$ cat src/rtl/sample_fifo_if.sv
// sample_fifo_if -- producer/consumer bundle for sample_fifo.
//
// Signals:
//   wr_en     producer write request
//   din       signed write sample
//   full      FIFO holds DEPTH entries
//   rd_en     consumer pop request
//   dout      signed head-of-queue sample (first-word-fall-through, zero when empty)
//   empty     FIFO holds no entries
//   count     number of stored entries (0..DEPTH)
//   overflow  sticky: write attempted while full
//   underflow sticky: read attempted while empty
//
// Modports:
//   master  the user side (drives requests and write data, observes status)
//   slave   the FIFO side
interface sample_fifo_if #(
  parameter int DATA_WIDTH = 32,
  parameter int DEPTH      = 16
);
  localparam int CW = $clog2(DEPTH) + 1;

  logic                         wr_en;
  logic signed [DATA_WIDTH-1:0] din;
  logic                         full;
  logic                         rd_en;
  logic signed [DATA_WIDTH-1:0] dout;
  logic                         empty;
  logic [CW-1:0]                count;
  logic                         overflow;
  logic                         underflow;

  modport master (
    output wr_en, din, rd_en,
    input  full, dout, empty, count, overflow, underflow
  );

  modport slave (
    input  wr_en, din, rd_en,
    output full, dout, empty, count, overflow, underflow
  );
endinterface

$ cat src/rtl/sample_fifo.sv
// sample_fifo -- synchronous first-word-fall-through FIFO for signed samples.
//
// Ports:
//   clock  single clock, all state updates on its rising edge
//   reset  asynchronous active-high reset (pointers, count, sticky flags)
//   bus    sample_fifo_if.slave: wr_en/din/full, rd_en/dout/empty,
//          count, overflow, underflow
//
// Storage is a plain array with no reset; after reset count is zero, so any
// stale contents stay hidden behind empty until a fresh write lands there.
module sample_fifo #(
  parameter int DATA_WIDTH = 32,
  parameter int DEPTH      = 16
) (
  input logic          clock,
  input logic          reset,
  sample_fifo_if.slave bus
);
  localparam int AW = $clog2(DEPTH);
  localparam int CW = AW + 1;
  localparam logic [CW-1:0] DEPTH_C = CW'(DEPTH);

  logic signed [DATA_WIDTH-1:0] mem_q [DEPTH];

  logic [AW-1:0] wr_ptr_q, wr_ptr_d;
  logic [AW-1:0] rd_ptr_q, rd_ptr_d;
  logic [CW-1:0] count_q, count_d;
  logic          overflow_q, overflow_d;
  logic          underflow_q, underflow_d;

  logic full_w, empty_w;
  logic wr_accept, rd_accept;

  // Status comes straight from the registered count, so full and empty can
  // never be high together.
  assign full_w  = (count_q == DEPTH_C);
  assign empty_w = (count_q == '0);

  always_comb begin
    // Acceptance is judged on the current (pre-edge) state: a simultaneous
    // read on a full FIFO does not make room for the write in the same edge,
    // and a simultaneous write on an empty FIFO does not feed the read.
    wr_accept   = bus.wr_en && !full_w && !reset;
    rd_accept   = bus.rd_en && !empty_w && !reset;

    wr_ptr_d    = wr_ptr_q;
    rd_ptr_d    = rd_ptr_q;
    count_d     = count_q;
    overflow_d  = overflow_q  | (bus.wr_en & full_w);
    underflow_d = underflow_q | (bus.rd_en & empty_w);

    // Pointers are exactly log2(DEPTH) bits, so DEPTH-1 wraps to 0 naturally.
    if (wr_accept) wr_ptr_d = wr_ptr_q + AW'(1);
    if (rd_accept) rd_ptr_d = rd_ptr_q + AW'(1);

    case ({wr_accept, rd_accept})
      2'b10:   count_d = count_q + CW'(1);
      2'b01:   count_d = count_q - CW'(1);
      default: count_d = count_q;
    endcase
  end

  always_ff @(posedge clock or posedge reset) begin
    if (reset) begin
      wr_ptr_q    <= '0;
      rd_ptr_q    <= '0;
      count_q     <= '0;
      overflow_q  <= 1'b0;
      underflow_q <= 1'b0;
    end else begin
      wr_ptr_q    <= wr_ptr_d;
      rd_ptr_q    <= rd_ptr_d;
      count_q     <= count_d;
      overflow_q  <= overflow_d;
      underflow_q <= underflow_d;
    end
  end

  always_ff @(posedge clock) begin
    if (wr_accept) mem_q[wr_ptr_q] <= bus.din;
  end

  // Head of queue is visible combinationally; forced to zero while empty so
  // unwritten or discarded entries never leak out.
  assign bus.dout      = empty_w ? '0 : mem_q[rd_ptr_q];
  assign bus.full      = full_w;
  assign bus.empty     = empty_w;
  assign bus.count     = count_q;
  assign bus.overflow  = overflow_q;
  assign bus.underflow = underflow_q;
endmodule

$ cat src/flat_wrapper.sv
// flat-port wrapper written by rule: the top's interface ports become plain ports
module sample_fifo_flat 
#(
  parameter int DATA_WIDTH = 32,
  parameter int DEPTH      = 16
)
  (clock, reset, bus_wr_en, bus_din, bus_rd_en, bus_full, bus_dout, bus_empty, bus_count, bus_overflow, bus_underflow);
  sample_fifo_if #(.DATA_WIDTH(DATA_WIDTH), .DEPTH(DEPTH)) bus_i ();
  input logic clock;
  input logic reset;
  input wire logic [$bits(bus_i.wr_en)-1:0] bus_wr_en;
  input wire logic [$bits(bus_i.din)-1:0] bus_din;
  input wire logic [$bits(bus_i.rd_en)-1:0] bus_rd_en;
  output wire logic [$bits(bus_i.full)-1:0] bus_full;
  output wire logic [$bits(bus_i.dout)-1:0] bus_dout;
  output wire logic [$bits(bus_i.empty)-1:0] bus_empty;
  output wire logic [$bits(bus_i.count)-1:0] bus_count;
  output wire logic [$bits(bus_i.overflow)-1:0] bus_overflow;
  output wire logic [$bits(bus_i.underflow)-1:0] bus_underflow;
  assign bus_i.wr_en = bus_wr_en;
  assign bus_i.din = bus_din;
  assign bus_i.rd_en = bus_rd_en;
  assign bus_full = bus_i.full;
  assign bus_dout = bus_i.dout;
  assign bus_empty = bus_i.empty;
  assign bus_count = bus_i.count;
  assign bus_overflow = bus_i.overflow;
  assign bus_underflow = bus_i.underflow;
  sample_fifo #(.DATA_WIDTH(DATA_WIDTH), .DEPTH(DEPTH)) u_core (.clock(clock), .reset(reset), .bus(bus_i));
endmodule
$ cat config.mk
export PLATFORM = sky130hd
export DESIGN_NAME = sample_fifo_flat
export DESIGN_NICKNAME = d
export VERILOG_FILES = /design/src/rtl/sample_fifo_if.sv /design/src/rtl/sample_fifo.sv /design/src/flat_wrapper.sv
export SDC_FILE = /design/constraint.sdc
export NUM_CORES = 1
export LEC_CHECK = 0
export CORE_MARGIN = 1.5
export CORE_UTILIZATION = 55
export DETAILED_ROUTE_END_ITERATION = 8
export PLACE_DENSITY = 0.87
export SYNTH_ARGS = -nofsm -noshare
export SYNTH_HDL_FRONTEND = slang
export SYNTH_SLANG_ARGS = --single-unit
$ cat constraint.sdc
create_clock -name clock -period 2.7 [get_ports clock]
set_input_delay 0.54 -clock clock [delete_from_list [all_inputs] [get_ports clock]]
set_output_delay 0.54 -clock clock [all_outputs]
set_load 0.005 [all_outputs]
==> results of run 1 <==
[cell type report]
| cell class | instances | area (µm²) |
|---|---|---|
| Multi-Input combinational cell | 336 | 5080 |
| Fill cell | 2128 | 11600 |
| Tap cell | 511 | 639 |
| Inverter | 9 | 33.8 |
| Timing Repair Buffer | 240 | 2860 |
| Clock buffer | 61 | 1310 |
| Clock inverter | 23 | 194 |
| Sequential cell | 527 | 15800 |
[through the flow]
| stage | cell area (µm²) | setup TNS [ns] | instances |
|---|---|---|---|
| 6_report | 25900 | -11.50 | 1707 |
| 3_5_place_dp | 23200 | -4.48 | 1557 |
| 2_1_floorplan | 20900 | -33.89 | 926 |
| 5_1_grt | 25900 | -13.49 | 1707 |
| 4_1_cts | 25700 | -12.14 | 1695 |
| 3_3_place_gp | 23200 | -3.41 | 1557 |
[sequential cells by signal (all words and copies together) (netlist names)]
name,count
u_core.bus.count,5
u_core.bus.overflow,1
u_core.bus.underflow,1
u_core.mem_q,512
u_core.rd_ptr_q,4
u_core.wr_ptr_q,4
[cells in the mapped netlist, drive strengths merged]
library cell,n
a211oi,64
a21o,3
a21oi,4
a22oi,2
a31oi,1
and2,15
and3b,3
buf,43
clkbuf,11
dfrtp,15
edfxtp,512
ha,8
inv,9
mux2,2
mux2i,35
mux4,126
nand2,4
nand2b,2
nand3,2
nand3b,2
nand4,1
nor2,6
nor2b,34
nor4,2
nor4b,1
o211ai,1
o21ai,3
o22ai,1
o31ai,1
or2,1
xnor2,7
xor2,5
[per-layer routing]
| metal | vias up | GRT usage |
|---|---|---|
| li1 | 4349 | - |
| met1 | 5683 | 0.348 |
| met2 | 809 | 0.457 |
| met3 | 153 | 0.0542 |
| met4 | 0 | 0.117 |
| met5 | - | 0 |
[logic make-up after synthesis]
logic type | synth area share
mux | 0.158
buf+inv | 0.0205
flops | 0.755
simple gates | 0.0215
compound gates | 0.0354
xor+xnor | 0.00504
fa+ha+maj | 0.00480
[power by group]
| part | total, µW | switching (µW) | internal [µW] |
|---|---|---|---|
| Clock | 6700 | 2970 | 3730 |
| Combinational | 10900 | 5030 | 5860 |
| Sequential | 9800 | 293 | 9510 |
[final timing paths]
check	from	end	slack, ns	cells after the start
setup / recovery	u_core.rd_ptr_q[0]$_DFFE_PP0P_	bus_dout[11]	-0.52	8
hold / removal	reset	u_core.wr_ptr_q[3]$_DFFE_PP0P_	0.37	2
setup reg to reg	u_core.bus.count[2]$_DFFE_PP0P_	u_core.bus.count[4]$_DFFE_PP0P_	0.40	11
hold reg to reg	u_core.bus.underflow$_DFF_PP0_	u_core.bus.underflow$_DFF_PP0_	0.46	1
max in group asynchronous	reset	u_core.rd_ptr_q[1]$_DFFE_PP0P_	1.87	2
min in group clock	u_core.bus.underflow$_DFF_PP0_	u_core.bus.underflow$_DFF_PP0_	0.46	1
[timing repair]
action | in CTS | in global routing
endpoints found under the setup margin | 34 | 32
buffers inserted | 51 | 17
pin swaps | 58 | 28
cloned | 12 | 3
gates resized for setup | 254 | 57
[critical path, stage by stage, from the launching register on]
cell                       delay [ns]
sky130_fd_sc_hd__dfrtp_4         0.54
sky130_fd_sc_hd__buf_12          0.18
sky130_fd_sc_hd__buf_16          0.14
sky130_fd_sc_hd__buf_8           0.12
sky130_fd_sc_hd__mux4_2          0.46
sky130_fd_sc_hd__nor2b_4         0.16
sky130_fd_sc_hd__a211oi_2        0.23
sky130_fd_sc_hd__a211oi_2        0.10
sky130_fd_sc_hd__buf_2           0.16
==> flow_metrics.env, run 1 <==
export IMPL_grt_max_degree=48
export IMPL_cap_violations=0
export IMPL_timing_critical_path_arrival_ns=2.68
export IMPL_holdWs_ns=0.375
export IMPL_clk_path_buf_depth=3
export IMPL_endpoint_kind="output port"
export IMPL_syn_cell_area_mm2=0.0209
export IMPL_critical_path_peak_fanout=5
export IMPL_ys_types=41
export IMPL_min_path_type="input port to async pin"
export IMPL_worstMarginPinSlew_ns=0.682
export IMPL_count_of_state_elements_after_synthesis=527
export IMPL_synthesis_instances=926
export IMPL_run_status="complete, but fails checks"
export IMPL_powerDensity_mw_per_mm2=1060
export IMPL_period_share=1.19
export IMPL_vias_in_the_first_global_route=11262
export IMPL_grt_first_pass_wirelength_mm=75.1
export IMPL_initial_cell_density_of_the_core=0.556
export IMPL_syn_area_per_cell_um2=22.5
export IMPL_startpoint_type="flip-flop"
export IMPL_grt_setup_unrepaired="true"
export IMPL_synth_net_count=970
export IMPL_detail_route_wl_per_cell_um=31.0
export IMPL_synth_largest_type_area_fraction=0.737
export IMPL_worst_slew_margin_rel=0.544
export IMPL_final_min_period_ns=3.22
export IMPL_layout_cells_most_common="sky130_fd_sc_hd__edfxtp_1"
export IMPL_viasPerCell=6.44
export IMPL_via_count=10994
export IMPL_tritoncts_num_sinks=527
export IMPL_root_buffer="sky130_fd_sc_hd__clkbuf_16"
export IMPL_area_growth_syn_to_layout_pct=24.1
export IMPL_power_uw=27400
export IMPL_routed_wl_met3_mm=4.90
export IMPL_routabilityCongestion=0.750
export IMPL_grt_antenna_before_repair=0
export IMPL_drive_above_1_share=0.427
export IMPL_clock_insertion_delay_worst_skew_ns=0.60
export IMPL_finalWirelength_mm=52.9
export IMPL_final_setup_viol_count=32
export IMPL_y_dimension_of_the_die_um=198
export IMPL_synth_seq_area_share=0.755
export IMPL_synth_warning_count=0
export IMPL_yosysTopAreaCell="sky130_fd_sc_hd__edfxtp_1"
export IMPL_tritoncts="yes"
export IMPL_met1_length_mm=19.1
export IMPL_postRouteAntennaNets=0
export IMPL_tritoncts_num_buffers=50
export IMPL_timing_worst_setup_path_type="flip-flop to output port"
export IMPL_most_common_layout_cells="512 x sky130_fd_sc_hd__edfxtp_1, 125 x sky130_fd_sc_hd__mux4_2, 73 x sky130_fd_sc_hd__buf_4"
export IMPL_die_width_um=198
export IMPL_clk_pin_slew_ns=0.06
export IMPL_max_freq_ghz=0.311
export IMPL_drcViolationCount=0
export IMPL_slew_violations=0
export IMPL_fin_worst_skew_ns=0.0179
export IMPL_clock_tree_htree_level_count=2
export IMPL_highest_signal_layer="met4"
export IMPL_coreArea_mm2=0.0375
export IMPL_violations="negative setup slack"
export IMPL_floorplan_rows=71
export IMPL_total_leakage_power_uw=0.00860
export IMPL_crit_required_ns=2.16
export IMPL_detailedPlace_worstSlack_ns=-0.265
export IMPL_finalHoldViolCount=0
export IMPL_met2_length_mm=26.9
export IMPL_pin_count=77
export IMPL_globalRouteOverflowTotal=0
export IMPL_finish_net_count=1208
export IMPL_drtIter0Drc=1499
export IMPL_core_occupancy_in_the_finished_layout=0.691
export IMPL_global_route_usage_total=0.272
export IMPL_ir_drop_mv=0.816
export IMPL_final_setup_worst_slack_ns=-0.515
export IMPL_post_cts_hold_buffer_count=0
export IMPL_port_buffers=76
export IMPL_hpwl_mm=26.2
export IMPL_die_area_mm2=0.0391
export IMPL_diode_count=0
export IMPL_synth_area_top_cells="sky130_fd_sc_hd__edfxtp_1 74%, sky130_fd_sc_hd__mux4_2 11%, sky130_fd_sc_hd__mux4_1 2.6%"
export IMPL_dr_pass1_iters=5
Power figures use the tool's default switching activity.
==> run 2, diff against run 1 <==
- TNS_END_PERCENT: not set -> 50
==> run 2 against run 1 <==
- the run still ends with negative setup slack left
- critical path depth rose by 1
- sequential share of layout area increased by 0.43 points
- non-clock buffer count shrank 8
- worst hold slack gained 0.0017 ns
- worst setup slack better by 0.055 ns
- core utilization is 0.48 points lower
- die area stayed put
- global-route usage decreased by 0.26 points
- design area fell by 0.70%
==> flow_metrics.env, run 2 (same netlist as run 1, synthesis figures left out) <==
export IMPL_worst_path_most_repeated_cell="sky130_fd_sc_hd__buf_12"
export IMPL_finalWirelength_mm=51.6
export IMPL_grt_max_degree=48
export IMPL_timing_critical_path_slowest_stage_cell="sky130_fd_sc_hd__dfrtp_4"
export IMPL_vias_in_the_first_global_route=11155
export IMPL_grt_first_pass_wirelength_mm=74.0
export IMPL_final_setup_viol_count=33
export IMPL_min_path_type="input port to async pin"
export IMPL_postRouteAntennaNets=0
export IMPL_clock_tree_htree_level_count=2
export IMPL_ir_drop_mv=0.834
export IMPL_grt_setup_unrepaired="true"
export IMPL_post_cts_hold_buffer_count=0
export IMPL_tritoncts="yes"
export IMPL_area_after_dpl_mm2=0.0232
export IMPL_fin_worst_skew_ns=0.0186
export IMPL_timing_worst_setup_path_type="flip-flop to output port"
export IMPL_startpoint_type="flip-flop"
export IMPL_registers_top_by_ff_count="u_core.mem_q"
export IMPL_final_min_period_ns=3.16
export IMPL_violations="negative setup slack"
export IMPL_clock_insertion_delay_worst_skew_ns=0.60
export IMPL_largest_register_ff_count=512
export IMPL_holdWs_ns=0.376
export IMPL_tritoncts_num_buffers=50
export IMPL_critical_path_peak_fanout=6
export IMPL_area_growth_syn_to_layout_pct=23.2
export IMPL_drcViolationCount=0
export IMPL_post_place_cells=1557
export IMPL_root_buffer="sky130_fd_sc_hd__clkbuf_16"
export IMPL_worst_path_dominant_cell_family="buffers and inverters"
export IMPL_finalHoldViolCount=0
export IMPL_slew_violations=0
export IMPL_worstMarginPinSlew_ns=0.629
export IMPL_path_cells="buf_6 > buf_12 > buf_12 > buf_4 > mux2i_1 > nand3b_1 > o211ai_1 > a211oi_2 > buf_2"
export IMPL_grt_antenna_before_repair=2
export IMPL_final_setup_worst_slack_ns=-0.460
export IMPL_global_route_usage_total=0.269
export IMPL_port_buffers=76
export IMPL_floorplan_rows=71
export IMPL_run_status="complete, but fails checks"
export IMPL_crit_required_ns=2.16
export IMPL_viasPerCell=6.41
export IMPL_hpwl_mm=26.2
export IMPL_final_design_area_no_fill_mm2=0.0257
export IMPL_worst_slew_margin_rel=0.579
export IMPL_timing_critical_path_arrival_ns=2.62
export IMPL_most_common_layout_cells="512 x sky130_fd_sc_hd__edfxtp_1, 122 x sky130_fd_sc_hd__mux4_2, 73 x sky130_fd_sc_hd__buf_4"
export IMPL_coreArea_mm2=0.0375
export IMPL_cap_violations=0
export IMPL_endpoint_kind="output port"
export IMPL_drive_above_1_share=0.411
export IMPL_initial_cell_density_of_the_core=0.556
export IMPL_globalRouteOverflowTotal=0
export IMPL_crit_path_max_incr_delay_ns=0.51
export IMPL_detail_route_wl_per_cell_um=30.3
export IMPL_y_dimension_of_the_die_um=198
export IMPL_clk_pin_slew_ns=0.06
export IMPL_via_count=10906
export IMPL_clk_path_buf_depth=3
export IMPL_drtIter0Drc=1231
export IMPL_period_share=1.17
export IMPL_crit_buf_inv=5
export IMPL_final_instance_count_excl_fill=1701
export IMPL_total_leakage_power_uw=0.00851
export IMPL_pin_count=77
export IMPL_finish_net_count=1200
export IMPL_routabilityCongestion=0.750
export IMPL_layout_cells_most_common="sky130_fd_sc_hd__edfxtp_1"
export IMPL_die_area_mm2=0.0391
export IMPL_layout_filler_cells=2150
export IMPL_die_width_um=198
export IMPL_tritoncts_num_sinks=527
export IMPL_dr_pass1_iters=5
export IMPL_max_freq_ghz=0.316
export IMPL_powerDensity_mw_per_mm2=1050
run 2: repair_timing:
item / in CTS / in global routing
setup buffers: 40 / 18
hold endpoints to repair: 0 / 0
endpoints found under the setup margin: 34 / 33
pin swaps: 49 / 28
gates cloned: 10 / 1
gates resized for setup: 212 / 52
run 2: power by group:
group | total, µW | switching (µW) | internal [µW]
registers | 9820 | 310 | 9510
clock network | 6660 | 2930 | 3730
logic | 10500 | 4840 | 5640
run 2: path summary, 6_finish.rpt:
| path | start | endpoint | slack [ns] | cells after the start |
|---|---|---|---|---|
| setup reg to reg | u_core.bus.count[0]$_DFFE_PP0P_ | u_core.bus.count[4]$_DFFE_PP0P_ | 0.51 | 10 |
| min in group clock | u_core.bus.overflow$_DFF_PP0_ | u_core.bus.overflow$_DFF_PP0_ | 0.47 | 1 |
| hold reg to reg | u_core.bus.overflow$_DFF_PP0_ | u_core.bus.overflow$_DFF_PP0_ | 0.47 | 1 |
| setup / recovery | u_core.rd_ptr_q[1]$_DFFE_PP0P_ | bus_dout[30] | -0.46 | 9 |
| max in group asynchronous | reset | u_core.rd_ptr_q[1]$_DFFE_PP0P_ | 1.87 | 2 |
| hold / removal | reset | u_core.bus.overflow$_DFF_PP0_ | 0.38 | 2 |
run 2: final cells by class:
type	instances	area (µm²)	area share
Sequential cell	527	15800	0.613
Tap cell	511	639	0.0249
Multi-Input combinational cell	336	5010	0.195
Inverter	9	33.8	0.00131
Timing Repair Buffer	232	2740	0.107
Antenna cell	2	5.00	0.000195
Clock buffer	61	1310	0.0511
Clock inverter	23	194	0.00754
run 2: stage by stage:
step | setup TNS [ns] | setup slack, ns | power [µW] | utilization
final | -12.02 | -0.460 | 27000 | 0.686
after global routing | -13.98 | -0.514 | 27800 | 0.686
after CTS | -12.77 | -0.488 | 26400 | 0.679
after floorplan | -33.89 | -0.265 | 15000 | -
after global placement | -3.41 | -0.196 | 18000 | 0.618
after detailed placement | -4.48 | -0.265 | 18300 | 0.618
run 2: per-layer routing:
| metal | vias to the layer above | wire length [µm] | GRT usage |
|---|---|---|---|
| met5 | - | 10 | 0 |
| met4 | 2 | 1950 | 0.113 |
| met3 | 129 | 4560 | 0.0559 |
| met2 | 732 | 26500 | 0.455 |
| met1 | 5694 | 18600 | 0.342 |
| li1 | 4349 | - | - |
==> run 3, diff against run 2 <==
- CTS_CLUSTER_DIAMETER: not set -> 40
==> run 3 against run 2 <==
- the run still ends with negative setup slack left
- via count up 1.7%
- design area is 0.96% higher
- worst hold slack worse by 0.016 ns
- first-iteration DRC count increased by 11%
- non-clock buffer count down 2
- routed wire length rose by 2.2%
- sequential power is essentially flat
- critical path depth shrank 1
- die area is the same
- sequential share of layout area shrank 0.58 points
- largest cell class unchanged
==> flow_metrics.env, run 3 (same netlist as run 1, synthesis figures left out) <==
export IMPL_run_status="complete, but fails checks"
export IMPL_violations="negative setup slack"
export IMPL_clk_path_buf_depth=3
export IMPL_clk_pin_slew_ns=0.07
export IMPL_most_common_layout_cells="512 x sky130_fd_sc_hd__edfxtp_1, 124 x sky130_fd_sc_hd__mux4_2, 66 x sky130_fd_sc_hd__buf_4"
export IMPL_worst_path_dominant_cell_family="buffers and inverters"
export IMPL_crit_buf_inv=4
export IMPL_initial_cell_density_of_the_core=0.556
export IMPL_clock_power_share=0.271
export IMPL_power_combinational_fraction=0.376
export IMPL_y_dimension_of_the_die_um=198
export IMPL_crit_required_ns=2.16
export IMPL_post_place_cells=1557
export IMPL_area_after_dpl_mm2=0.0232
export IMPL_viasPerCell=6.46
export IMPL_hpwl_mm=26.2
export IMPL_die_width_um=198
export IMPL_tritoncts_num_buffers=56
export IMPL_power_share_sequential=0.354
export IMPL_finalWirelength_mm=52.8
export IMPL_grt_setup_unrepaired="true"
export IMPL_total_leakage_power_uw=0.00862
export IMPL_drive_above_1_share=0.422
export IMPL_timing_worst_setup_path_type="flip-flop to output port"
export IMPL_timing_critical_path_arrival_ns=2.61
export IMPL_grt_antenna_before_repair=1
export IMPL_endpoint_kind="output port"
export IMPL_worstMarginPinSlew_ns=0.623
export IMPL_fin_worst_skew_ns=0.0252
export IMPL_clock_tree_htree_level_count=2
export IMPL_detail_route_wl_per_cell_um=30.7
export IMPL_critical_path_peak_fanout=5
export IMPL_tritoncts="yes"
export IMPL_grt_max_degree=48
export IMPL_final_setup_viol_count=33
export IMPL_ir_drop_mv=0.687
export IMPL_finalSetupTns_ns=-11.61
export IMPL_finalHoldViolCount=0
export IMPL_largest_register_ff_count=512
export IMPL_max_freq_ghz=0.317
export IMPL_layout_cells_most_common="sky130_fd_sc_hd__edfxtp_1"
export IMPL_period_share=1.17
export IMPL_final_design_area_no_fill_mm2=0.0260
export IMPL_cap_violations=0
export IMPL_multi_input_comb_area_mm2=0.00497
export IMPL_port_buffers=76
export IMPL_area_growth_syn_to_layout_pct=24.4
export IMPL_powerDensity_mw_per_mm2=1070
export IMPL_dr_pass1_iters=5
export IMPL_tritoncts_num_sinks=527
export IMPL_p_switching_uw=8410
export IMPL_via_count=11096
export IMPL_final_instance_count_excl_fill=1717
export IMPL_finish_net_count=1204
export IMPL_root_buffer="sky130_fd_sc_hd__clkbuf_16"
export IMPL_switching_share_of_total_power=0.302
export IMPL_vias_in_the_first_global_route=11486
export IMPL_crit_path_max_incr_delay_ns=0.50
export IMPL_pin_count=77
export IMPL_globalRouteOverflowTotal=0
export IMPL_core_occupancy_in_the_finished_layout=0.692
export IMPL_clock_insertion_delay_worst_skew_ns=0.60
export IMPL_holdWs_ns=0.360
export IMPL_die_area_mm2=0.0391
export IMPL_grt_first_pass_wirelength_mm=77.0
export IMPL_internal_power_uw=19400
export IMPL_routabilityCongestion=0.750
export IMPL_startpoint_type="flip-flop"
export IMPL_drcViolationCount=0
export IMPL_slew_violations=0
export IMPL_path_cells="buf_12 > buf_16 > buf_6 > mux4_2 > nor2b_4 > a211oi_2 > a211oi_2 > buf_2"
export IMPL_final_setup_worst_slack_ns=-0.453
export IMPL_final_min_period_ns=3.15
export IMPL_floorplan_rows=71
export IMPL_worst_path_most_repeated_cell="sky130_fd_sc_hd__a211oi_2"
export IMPL_coreArea_mm2=0.0375
export IMPL_registers_top_by_ff_count="u_core.mem_q"
export IMPL_min_path_type="input port to async pin"
export IMPL_register_area_mm2=0.0158
export IMPL_global_route_usage_total=0.277
export IMPL_layout_filler_cells=2125
export IMPL_timing_critical_path_slowest_stage_cell="sky130_fd_sc_hd__dfrtp_4"
export IMPL_drtIter0Drc=1363
export IMPL_worst_slew_margin_rel=0.584
export IMPL_postRouteAntennaNets=0
[run 3: cell count changes in the layout (fill, tap and decap cells not counted), moves of 3 or more]
cell / delta
sky130_fd_sc_hd__buf_2: +4
sky130_fd_sc_hd__buf_4: -7
sky130_fd_sc_hd__buf_6: +7
sky130_fd_sc_hd__clkbuf_1: -3
sky130_fd_sc_hd__clkbuf_16: +5
sky130_fd_sc_hd__clkinv_2: +5
sky130_fd_sc_hd__clkinvlp_4: +5
sky130_fd_sc_hd__inv_8: +3
sky130_fd_sc_hd__nor2b_1: +3
sky130_fd_sc_hd__nor2b_4: -4
[run 3: area by class of cell]
cell class / count / area share
Antenna cell: 1 / 0.0000964
Clock buffer: 64 / 0.0560
Clock inverter: 39 / 0.0140
Inverter: 9 / 0.00130
Multi-Input combinational cell: 336 / 0.191
Sequential cell: 527 / 0.607
Tap cell: 511 / 0.0246
Timing Repair Buffer: 230 / 0.105
[run 3: through the flow]
stage               total power [µW]  worst slack, ns
floorplan                      15000           -0.265
global placement               18000           -0.196
detailed placement             18300           -0.265
CTS                            27500           -0.451
global route                   28700           -0.514
finish                         27800           -0.453
[run 3: final timing paths]
kind                                                   endpoint                             from  slack, ns  cells past startpoint
worst max-delay path                                bus_dout[9]   u_core.rd_ptr_q[0]$_DFFE_PP0P_      -0.45                      8
worst min-delay path             u_core.wr_ptr_q[3]$_DFFE_PP0P_                            reset       0.36                      2
worst max register to register  u_core.bus.count[4]$_DFFE_PP0P_  u_core.bus.count[0]$_DFFE_PP0P_       0.52                     10
worst min register to register    u_core.bus.overflow$_DFF_PP0_    u_core.bus.overflow$_DFF_PP0_       0.47                      1
max in group asynchronous        u_core.rd_ptr_q[1]$_DFFE_PP0P_                            reset       1.87                      2
min in group clock                u_core.bus.overflow$_DFF_PP0_    u_core.bus.overflow$_DFF_PP0_       0.47                      1
[run 3: power groups by stage]
stage	clock (µW)	sequential (µW)	combinational [µW]
6_report	7530	9840	10500
5_1_grt	7890	9860	10900
4_1_cts	7560	9790	10100
3_5_place_dp	0	9990	8320
3_3_place_gp	0	9940	8100
2_1_floorplan	0	9810	5180
[run 3: timing repair]
action	in CTS	in global routing
endpoints found under the hold margin	0	0
setup buffers	51	8
pin swaps	55	20
gates resized for setup	240	31
endpoints found under the setup margin	34	33
gates cloned	9	0
hold buffers	0	0
[run 3: metal layers]
metal,vias to the layer above,part of all wire,global-route usage
li1,4365,-,-
met1,5808,0.36,0.359
met2,760,0.51,0.466
met3,163,0.088,0.0479
met4,0,0.040,0.123
met5,-,0,0
[run 3: worst register-to-register path: cells and delay by family (launching register included)]
family	cells	cell delay [ns]
AOI/OAI and AO/OA	3	0.32
and+or+nand+nor	2	0.46
xor gates and xnor gates	2	0.28
DFF	1	0.40
adders and majority gates	2	0.45
buffers and inverters	1	0.17
